==> config.mk <==
export PLATFORM = sky130hd
export DESIGN_NAME = servo_ramp_pwm
export DESIGN_NICKNAME = d
export VERILOG_FILES = /design/src/rtl/servo_ramp_pwm.sv
export SDC_FILE = /design/constraint.sdc
export NUM_CORES = 1
export LEC_CHECK = 0
export CAP_MARGIN = 20
export CELL_PAD_IN_SITES_DETAIL_PLACEMENT = 1
export CELL_PAD_IN_SITES_GLOBAL_PLACEMENT = 1
export CORE_ASPECT_RATIO = 1.75
export CORE_MARGIN = 1
export CORE_UTILIZATION = 51
export DETAILED_ROUTE_END_ITERATION = 12
export PLACE_DENSITY = 0.9
export REMOVE_ABC_BUFFERS = 1
export SYNTH_ARGS = -nofsm -noshare
export SYNTH_HDL_FRONTEND = slang
export SYNTH_SLANG_ARGS = --single-unit
==> constraint.sdc <==
create_clock -name clk -period 7.1 [get_ports clk]
set_input_delay 1.775 -clock clk [delete_from_list [all_inputs] [get_ports clk]]
set_output_delay 1.775 -clock clk [all_outputs]
set_load 0.05 [all_outputs]
==> src/rtl/servo_ramp_pwm.sv <==
// Servo position slew limiter and 50 Hz PWM generator.
// Optional macro SERVO_LIMIT_EN clamps incoming targets to [POS_MIN, POS_MAX].
module servo_ramp_pwm #(
    parameter int PERIOD_CYC    = 2000000,
    parameter int MIN_PULSE_CYC = 100000,
    parameter int UNIT_CYC      = 392,
    parameter int STEP          = 4,
    parameter int INIT_POS      = 128,
    parameter int POS_MIN       = 16,
    parameter int POS_MAX       = 240
) (
    input  logic       clk,
    input  logic       rst,
    input  logic       tick_5hz,
    input  logic [7:0] target_pos,
    input  logic       target_valid,
    output logic [7:0] cur_pos,
    output logic       busy,
    output logic       pwm_out
);

    localparam logic [20:0] PERIOD_LAST = 21'(PERIOD_CYC - 1);
    localparam logic [20:0] MIN_P       = 21'(MIN_PULSE_CYC);
    localparam logic [20:0] UNIT_P      = 21'(UNIT_CYC);
    localparam logic [20:0] PULSE_INIT  = 21'(MIN_PULSE_CYC + INIT_POS * UNIT_CYC);
    localparam logic [8:0]  STEP9       = 9'(STEP);
    localparam logic [7:0]  INIT_P      = 8'(INIT_POS);

    typedef enum logic [1:0] {
        HOLD      = 2'd0,
        RAMP_UP   = 2'd1,
        RAMP_DOWN = 2'd2
    } state_t;

    state_t      state_q, state_d;
    logic [7:0]  target_q, target_d;
    logic [7:0]  cur_q, cur_d;
    logic [7:0]  tgt_in;
    logic [8:0]  up_sum, dn_diff;
    logic [20:0] cnt_q, cnt_d;
    logic [20:0] pulse_q, pulse_d;
    logic        pwm_q;

    always_comb begin
`ifdef SERVO_LIMIT_EN
        if (target_pos < 8'(POS_MIN))
            tgt_in = 8'(POS_MIN);
        else if (target_pos > 8'(POS_MAX))
            tgt_in = 8'(POS_MAX);
        else
            tgt_in = target_pos;
`else
        tgt_in = target_pos;
`endif
    end

    // Slew uses the registered target, so a strobe coincident with a tick
    // only affects the following tick.
    always_comb begin
        target_d = target_q;
        cur_d    = cur_q;
        up_sum   = {1'b0, cur_q} + STEP9;
        dn_diff  = {1'b0, cur_q} - STEP9;
        if (target_valid)
            target_d = tgt_in;
        if (tick_5hz) begin
            case (state_q)
                RAMP_UP:
                    cur_d = (up_sum >= {1'b0, target_q}) ? target_q : up_sum[7:0];
                RAMP_DOWN:
                    cur_d = ({1'b0, cur_q} <= ({1'b0, target_q} + STEP9)) ? target_q
                                                                         : dn_diff[7:0];
                default:
                    cur_d = cur_q;
            endcase
        end
        if (cur_d == target_d)
            state_d = HOLD;
        else if (cur_d < target_d)
            state_d = RAMP_UP;
        else
            state_d = RAMP_DOWN;
    end

    always_comb begin
        cnt_d   = (cnt_q == PERIOD_LAST) ? 21'd0 : cnt_q + 21'd1;
        pulse_d = pulse_q;
        if (cnt_q == PERIOD_LAST)
            pulse_d = MIN_P + 21'(cur_q) * UNIT_P;
    end

    always_ff @(posedge clk or posedge rst) begin
        if (rst) begin
            state_q  <= HOLD;
            target_q <= INIT_P;
            cur_q    <= INIT_P;
            cnt_q    <= 21'd0;
            pulse_q  <= PULSE_INIT;
            pwm_q    <= 1'b0;
        end else begin
            state_q  <= state_d;
            target_q <= target_d;
            cur_q    <= cur_d;
            cnt_q    <= cnt_d;
            pulse_q  <= pulse_d;
            pwm_q    <= (cnt_q < pulse_q);
        end
    end

    assign cur_pos = cur_q;
    assign busy    = (state_q != HOLD);
    assign pwm_out = pwm_q;

endmodule
# --- After elaboration in Yosys (flattened, before gate mapping) ---
# Index checks and enable logic that the tools add are counted.
word_totals:
  reg_bits: 61
  output_inout_bits: 10
  word_cells: 29
op_classes:
  addsub: 5
  multipliers: 1
  n_lt_le_gt_ge: 4
  n_eq_ne: 4
  n_mux: 8
  reduce_logical: 1
op_table:
  columns: ["cell", "n"]
  rows:
  - ["8-bit 2-to-1 mux", 4]
  - ["21-bit by 1-bit adder with 21-bit output (second input constant)", 1]
  - ["21-bit equality test (second input constant)", 1]
  - ["21-bit < comparator", 1]
  - ["21-bit 2-to-1 mux", 1]
  - ["17-bit by 17-bit adder with 18-bit output (first input constant)", 1]
  - ["8-bit by 3-bit adder with 9-bit output (second input constant)", 2]
  - ["8-bit case mux with 2 select lines", 1]
  - ["8-bit by 6-bit multiplier with 14-bit output (second input constant)", 1]
  - ["9-bit by 8-bit >= comparator with 1-bit output", 1]
  - ["8-bit by 9-bit <= comparator with 1-bit output", 1]
  - ["8-bit equality test", 1]
  - ["8-bit < comparator", 1]
  - ["8-bit by 3-bit subtractor with 8-bit output (second input constant)", 1]
  - ["2-bit 2-to-1 mux", 2]
  - ["2-bit by 1-bit equality test with 1-bit output (second input constant)", 1]
  - ["2-bit equality test (second input constant)", 1]
  - ["2-bit nonzero test", 1]

# --- Logic depth before layout (Yosys ltp) ---
# Gate-level depths: netlist of the first run.
depth:
  ltp_word: 8
  mapped_depth: 18
  mapped_depth_nobuf: 18

# --- Worst setup path before layout of the first run ---
# OpenSTA, ideal clock, no wires.
synth_path:
  path_kind: "reg-to-reg"
  start: "reg cur_q[2] (netlist: cur_pos[2])"
  end: "reg pulse_q[16]"
  arrival_ns: 3.751
  required_time_ns: 7.023
  path_slack_ns: 3.272
  path_stages_with_launch: 16
  synth_period_minus_slack_ns: 3.828
  path_cell_list: "dfrtp_1 -> clkbuf_2 -> inv_1 -> ha_1 -> inv_1 -> fa_1 -> inv_1 -> ha_1 -> inv_1 -> fa_1 -> nor2b_1 -> o22ai_1 -> xnor2_1 -> a41oi_1 -> xor2_1 -> a21oi_1"
synth_between:
  elab_chain_len: 2
synth_lines:
  columns: ["item", "line", "text"]
  rows:
  - ["start: declaration", "37", "logic [7:0] cur_q, cur_d;"]
  - ["start signal: assignment", "103", "cur_q <= cur_d;"]
  - ["8-bit by 6-bit multiplier with 14-bit output", "89", "pulse_d = MIN_P + 21'(cur_q) * UNIT_P;"]
  - ["17-bit by 17-bit adder with 18-bit output", "89", null]
  - ["end signal: assignment", "105", "pulse_q <= pulse_d;"]
  - ["end: declaration", "41", "logic [20:0] pulse_q, pulse_d;"]
# Every way passes these cells.
# A chain may end at the register's enable or synchronous reset.

# --- Worst setup path after layout of the first run ---
layout_path:
  start: "reg target_q[6]"
  end: "reg state_q[1]"
layout_between:
  elab_chain_len: 8
  word_cells_on_any_way: 12
  cone_classes: "1 x add/sub; 3 x order compare; 1 x eq/ne; 7 x mux"
layout_lines:
  columns: ["item", "line", "text"]
  rows:
  - ["start: declaration", "36", "logic [7:0] target_q, target_d;"]
  - ["start signal: assignment", "102", "target_q <= target_d;"]
  - ["8-bit by 3-bit adder with 9-bit output", "71", "cur_d = ({1'b0, cur_q} <= ({1'b0, target_q} + STEP9)) ? target_q"]
  - ["8-bit by 9-bit <= comparator with 1-bit output", "71", null]
  - ["8-bit 2-to-1 mux", "71", null]
  - ["8-bit case mux with 2 select lines *", "67", "case (state_q)"]
  - ["8-bit 2-to-1 mux *", "66", "if (tick_5hz) begin"]
  - ["named net cur_d[1]", "37", null]
  - ["8-bit < comparator", "79", "else if (cur_d < target_d)"]
  - ["2-bit 2-to-1 mux", "79", null]
  - ["2-bit 2-to-1 mux *", "77", "if (cur_d == target_d)"]
  - ["named net state_d[1]", "35", "state_t state_q, state_d;"]
  - ["end signal: assignment", "101", "state_q <= state_d;"]
  - ["end: declaration", "35", null]
# Mark *: on every way through the listed nets, which the timed path passes. The rest lies on a longest branch.

==> results of run 1 <==
through the flow:
stage | setup slack [ns] | util
after floorplan | 3.27 | -
after global placement | 2.88 | 0.560
after detailed placement | 2.76 | 0.560
after CTS | 2.86 | 0.577
after global routing | 2.68 | 0.577
final | 2.88 | 0.577
logic make-up after synthesis:
family                     count (synthesis)  share of synthesized area
adders and majority gates                 80                      0.225
muxes                                      5                     0.0116
and+or+nand+nor                          144                      0.153
xor gates and xnor gates                  45                     0.0866
AOI/OAI and AO/OA                        100                      0.157
buffers and inverters                     69                     0.0619
DFF                                       55                      0.305
area by class of cell:
type,instances,area (um2)
clock buffers,6,129
multi-input cells,374,2880
inverters,58,218
flip-flops and latches,55,1390
repair buffers,23,225
well taps,117,146
fillers,1028,3670
clock inverters,2,17.5
power breakdown:
part           internal, mW  total (mW)  switching [mW]
registers             0.342       0.410          0.0685
logic                 0.538        1.34           0.798
clock network         0.133       0.250           0.117
synthesized netlist by cell type (5+ instances only):
cell type	n
nor2_1	34
nor3_1	5
nor2b_1	7
nand2_1	41
xor2_1	19
o211ai_1	9
dfrtp_1	47
o21a_1	11
o21ai_0	15
nand4_1	7
a21o_1	10
inv_1	57
xnor2_1	26
nand3_1	27
a21oi_1	21
ha_1	77
dfstp_2	8
per-layer routing:
metal  vias to the layer above  global-route usage
li1                       1775                   -
met1                      1861               0.256
met2                        81               0.563
met3                        44              0.0349
met4                         0               0.158
met5                         -                   0
state kept, by name, summed over array words and instances, names as in the netlist:
name and count:
cnt_q 21, state_q 2, cur_pos 8, pwm_out 1, pulse_q 15, target_q 8
final timing paths:
| check | startpoint | to | depth (start not counted) |
|---|---|---|---|
| max | target_q[6] | state_q[1] | 18 |
| min | pulse_q[11] | pulse_q[11] | 2 |
| max reg2reg | target_q[6] | state_q[1] | 18 |
| min reg2reg | pulse_q[11] | pulse_q[11] | 2 |
| max in group asynchronous | rst | pwm_out | 3 |
| min in group asynchronous | rst | target_q[1] | 3 |
worst reg2reg max path: cells and delay by family (launching register included):
family | cells | cell delay (ns)
xor+xnor | 1 | 0.19
simple gates | 6 | 1.14
fa+ha+maj | 2 | 0.61
mux | 1 | 0.23
buf+inv | 1 | 0.22
compound gates | 7 | 1.39
flops | 1 | 0.33
placed cells by master (no fill, tap or decap), types with 3 or more instances in the layout:
cell             synthesis  layout
ha_1                    77      77
mux2i_1                  3       3
a21oi_1                 21      21
o221ai_1                 4       4
xnor2_1                 26      26
nand2_1                 41      41
a221o_1                  4       4
nand2b_1                 3       3
clkbuf_16                0       5
o22ai_1                  3       3
fa_1                     3       3
nor2_1                  34      34
clkdlybuf4s50_1          0      21
xor2_1                  19      19
dfstp_2                  8       8
nand4_1                  7       7
a31oi_1                  3       3
a21o_1                  10      10
nor4_1                   3       3
a211oi_1                 3       3
o21ai_0                 15      15
and4_1                   3       3
dfrtp_1                 47      47
o21a_1                  11      11
nand3_1                 27      27
nor2b_1                  7       7
o211ai_1                 9       9
inv_1                   57      56
nor3_1                   5       5
==> impl_metrics.env, run 1 <==
export IMPL_met2WireLength_mm=7.05
export IMPL_htree_levels=2
export IMPL_finalHoldViolations=0
export IMPL_detailroute_wirelength_met3_um=242
export IMPL_maxCapViolCount=0
export IMPL_die_width_um=73.4
export IMPL_boundaryPins=22
export IMPL_wire_per_inst_um=19.0
export IMPL_dpl_cell_count=627
export IMPL_insertion_delay_to_the_later_sink_of_the_worst_skew_pair_ns=0.30
export IMPL_drtPass1Iterations=5
export IMPL_critical_path_top_delay_family="compound AO/OA/AOI/OAI gates"
export IMPL_design_area_final_mm2=0.00500
export IMPL_max_freq_ghz=0.237
export IMPL_top_layer_used="met4"
export IMPL_clock_root_buffer="clkbuf_16"
export IMPL_post_synth_top_area_cell="dfrtp_1"
export IMPL_syn_cell_area_mm2=0.00455
export IMPL_clock_path_buffers=2
export IMPL_dieArea_mm2=0.00932
export IMPL_core_mm2=0.00867
export IMPL_yosys_register_bits=55
export IMPL_rsz_0062_raised_after_global_routing="no"
export IMPL_clock_skew_ns=0.0114
export IMPL_dpl_cell_area_mm2=0.00486
export IMPL_tritoncts="done"
export IMPL_tightest_hold_check_type="reg2reg"
export IMPL_cp_cell_sequence="clkinv_1 -> nor3_1 -> nand3_1 -> xnor2_1 -> ha_1 -> and3_4 -> a221o_1 -> o22a_2 -> nand2_1 -> mux2i_1 -> o221ai_1 -> ha_1 -> nor2b_1 -> o21a_1 -> o21a_1 -> o21ai_0 -> a21oi_1 -> nor3b_1"
export IMPL_chipHeight_um=127
export IMPL_syn_avg_cell_area_um2=9.14
export IMPL_drtIter0Drc=156
export IMPL_critical_path_required_ns=7.29
export IMPL_initial_utilization=0.525
export IMPL_dominantRegCellSynth="dfrtp_1"
export IMPL_first_global_vias=4237
export IMPL_overall_power_after_layout_mw=2.00
export IMPL_critical_path_max_fanout=7
export IMPL_dpl_hpwl_mm=9.82
export IMPL_clock_sinks=55
export IMPL_timing_max_slew_rel_slack=0.537
export IMPL_critical_path_max_stage_delay_ns=0.37
export IMPL_critPathCaptureType="flop"
export IMPL_initial_antenna_violation_count=0
export IMPL_num_nets_final=609
export IMPL_slowest_cp_cell="a221o_1"
export IMPL_synth_cell_types=59
export IMPL_drive_gt1_frac=0.0618
export IMPL_grt_first_pass_wirelength_mm=19.9
export IMPL_ctsResizeCount=0
export IMPL_syn_to_final_growth_pct=9.98
export IMPL_seq_area_frac_synth=0.305
export IMPL_clkTransAtPathRegs_ns=0.07
export IMPL_whs_ns=0.504
export IMPL_period_minus_slack_ns=4.22
export IMPL_placementRows=45
export IMPL_fin_tns_setup_ns=0
export IMPL_vdd_ir_drop_max_v=0.000283
export IMPL_detail_route_drc_violations=0
export IMPL_synth_top_area_share=0.259
export IMPL_status="finished, final reports clean"
export IMPL_min_period_over_period=0.595
export IMPL_critical_path_class="reg2reg"
export IMPL_avgViaCountPerCell=5.92
export IMPL_instances_no_fill=635
export IMPL_drtAntennaViolNets=0
export IMPL_critical_path_startpoint_type="flop"
export IMPL_cts_hold_buffers_added=0
export IMPL_power_density_mw_per_mm2=399
export IMPL_grt_max_degree=56
export IMPL_yosys_warnings=0
export IMPL_setup_viol=0
export IMPL_numCtsBuffers=5
export IMPL_syn_instance_count=498
export IMPL_post_synth_main_area_contributors="dfrtp_1 26%, ha_1 21%, xnor2_1 5.0%"
export IMPL_ys_async_sr_fraction=1.00
export IMPL_global_route_usage_total=0.281
export IMPL_worst_slew_pin_slew_ns=0.694
export IMPL_buffer_ports_inserted=21
export IMPL_count_of_vias_placed_by_the_detailed_router=3761
export IMPL_num_antenna_cells=0
export IMPL_critical_path_arrival_ns=4.41
export IMPL_synth_edf_count=0
export IMPL_met1Wirelength_mm=4.15
export IMPL_grt_overflow_total=0
export IMPL_finalWeightedCongestion=0.937
export IMPL_finalWirelength_mm=12.1
export IMPL_reg2reg_slack_ns=2.88
export IMPL_static_leakage_nw=2.39
export IMPL_cts_setup_buffers=0
export IMPL_worstPathBufferInverterCount=1
export IMPL_final_max_slew_viol_count=0
Power figures use the tool's default switching activity.
==> run 2: changes to the inputs <==
- CORE_UTILIZATION: 51 -> 43
- PLACE_DENSITY: 0.9 -> 0.81
- clock period: 7.1 -> 3.8 ns (I/O delays scaled with it)
==> impl_metrics.env, run 2 (same netlist as run 1, synthesis figures left out) <==
export IMPL_initial_antenna_violation_count=0
export IMPL_insertion_delay_to_the_later_sink_of_the_worst_skew_pair_ns=0.31
export IMPL_detail_route_drc_violations=0
export IMPL_grt_first_pass_wirelength_mm=20.6
export IMPL_finalWirelength_mm=12.6
export IMPL_r2r_start="target_q[4]"
export IMPL_dieArea_mm2=0.0110
export IMPL_chipHeight_um=138
export IMPL_initial_utilization=0.442
export IMPL_overall_power_after_layout_mw=4.05
export IMPL_avgViaCountPerCell=5.73
export IMPL_max_flop_register="cnt_q"
export IMPL_drtAntennaViolNets=0
export IMPL_rsz_0062_raised_after_global_routing="yes"
export IMPL_beginning_of_the_worst_hold_path="pulse_q[5]"
export IMPL_finalHoldViolations=0
export IMPL_fillers=1214
export IMPL_clock_sinks=55
export IMPL_setup_viol=0
export IMPL_clock_root_buffer="clkbuf_16"
export IMPL_placementRows=49
export IMPL_critical_path_startpoint_type="flop"
export IMPL_htree_levels=2
export IMPL_finalWeightedCongestion=0.922
export IMPL_vdd_ir_drop_max_v=0.000523
export IMPL_critPathCaptureType="flop"
export IMPL_status="finished, final reports clean"
export IMPL_timing_hold_worst_path_depth=2
export IMPL_tightest_hold_check_type="reg2reg"
export IMPL_critical_path_arrival_ns=3.92
export IMPL_worstPathBufferInverterCount=2
export IMPL_worst_slew_pin_slew_ns=0.516
export IMPL_drtIter0Drc=210
export IMPL_num_nets_final=641
export IMPL_static_leakage_nw=2.55
export IMPL_critical_path_class="reg2reg"
export IMPL_r2r_worst_path_cells=17
export IMPL_tritoncts="done"
export IMPL_numCtsBuffers=5
export IMPL_critical_path_max_fanout=4
export IMPL_min_delay_endpoint="pulse_q[5]"
export IMPL_clkTransAtPathRegs_ns=0.08
export IMPL_buffer_ports_inserted=21
export IMPL_power_density_mw_per_mm2=761
export IMPL_global_route_usage_total=0.243
export IMPL_final_max_slew_viol_count=0
export IMPL_wire_per_inst_um=18.6
export IMPL_drtPass1Iterations=4
export IMPL_slowest_cp_cell="a221o_1"
export IMPL_grt_overflow_total=0
export IMPL_clock_skew_ns=0.0127
export IMPL_maxCapViolCount=0
export IMPL_worst_r2r_endpoint="state_q[1]"
export IMPL_timing_max_slew_rel_slack=0.650
export IMPL_clock_path_buffers=2
export IMPL_drive_gt1_frac=0.142
export IMPL_critical_path_required_ns=3.99
export IMPL_critical_path_max_stage_delay_ns=0.37
export IMPL_cp_num_cells=17
export IMPL_postLayoutCoreUtil=0.517
export IMPL_max_freq_ghz=0.268
export IMPL_largest_register_ff_count=21
export IMPL_cts_hold_buffers_added=0
export IMPL_min_period_over_period=0.980
export IMPL_syn_to_final_growth_pct=17.1
export IMPL_num_antenna_cells=0
export IMPL_critical_path_top_delay_family="compound AO/OA/AOI/OAI gates"
export IMPL_layout_common_cells="75 x ha_1, 56 x inv_1, 43 x dfrtp_1"
export IMPL_first_global_vias=4325
export IMPL_core_mm2=0.0103
export IMPL_whs_ns=0.513
export IMPL_dpl_cell_count=661
export IMPL_count_of_vias_placed_by_the_detailed_router=3881
export IMPL_instances_no_fill=677
export IMPL_die_width_um=79.8
export IMPL_dpl_hpwl_mm=10.0
export IMPL_final_common_cell="ha_1"
export IMPL_boundaryPins=22
export IMPL_largest_registers="cnt_q (21), pulse_q (15)"
export IMPL_grt_max_degree=34
export IMPL_period_minus_slack_ns=3.73
export IMPL_cp_cell_sequence="inv_1 -> nor3_2 -> nand3_1 -> xnor2_1 -> ha_1 -> and3_4 -> a221o_1 -> o22a_2 -> nand2_1 -> buf_4 -> o211ai_1 -> o211ai_1 -> ha_1 -> or2_2 -> a211oi_2 -> a21oi_1 -> nor3b_1"
export IMPL_reg2reg_slack_ns=0.07
==> run 2: changes by cell type in the layout (fill, tap and decap cells not counted), sizes merged <==
cell	before	now
clkbuf	6	5
buf	2	34
inv	58	59
==> run 2: worst max path at each step <==
stage	startpoint	endpoint	slack [ns]
detailed placement	target_q[4]	state_q[1]	-0.16
global route	target_q[3]	state_q[1]	-0.09
floorplan	cur_pos[2]	pulse_q[15]	-0.03
finish	target_q[4]	state_q[1]	0.07
CTS	target_q[3]	state_q[1]	0.02
global placement	target_q[4]	state_q[1]	-0.03
==> run 2: timing repair <==
item,in CTS,in global routing
resized for setup,5,12
endpoints found under the setup margin,2,3
pin swaps,2,9
setup buffers,2,6
==> run 2: power by group <==
| group | total [mW] | switching (mW) | internal [mW] |
|---|---|---|---|
| combinational | 2.83 | 1.59 | 1.24 |
| sequential | 0.723 | 0.0804 | 0.642 |
| clock | 0.503 | 0.247 | 0.256 |
==> run 2: per-layer routing <==
| metal | up-vias | part of all wire | track usage |
|---|---|---|---|
| met5 | - | 0 | 0 |
| met4 | 0 | 0.048 | 0.149 |
| met3 | 39 | 0.028 | 0.0317 |
| met2 | 98 | 0.58 | 0.474 |
| met1 | 1908 | 0.35 | 0.227 |
| li1 | 1836 | - | - |
==> run 2: worst reg2reg max path, delay by kind of cell, from the launching register on <==
family	cells	cell delay, ns
compound gates	6	1.21
xor+xnor	1	0.14
fa+ha+maj	2	0.59
buf+inv	2	0.22
flops	1	0.35
simple gates	6	1.10
==> run 2: layout make-up <==
class / count / area (um2) / area share
multi-input combinational: 374 / 2940 / 0.551
sequential: 55 / 1390 / 0.261
timing repair buffer: 55 / 465 / 0.0874
inverter: 58 / 218 / 0.0409
tap: 127 / 159 / 0.0298
clock buffer: 5 / 125 / 0.0235
clock inverter: 3 / 31.3 / 0.00587
==> run 2: per-stage QoR <==
stage / setup TNS (ns) / setup WS [ns] / area [um2]
global route: -0.166 / -0.0925 / 5330
floorplan: -0.0534 / -0.0285 / 4490
global placement: -0.0480 / -0.0320 / 5050
detailed placement: -0.307 / -0.161 / 5050
finish: 0 / 0.0748 / 5330
CTS: 0 / 0.0155 / 5240
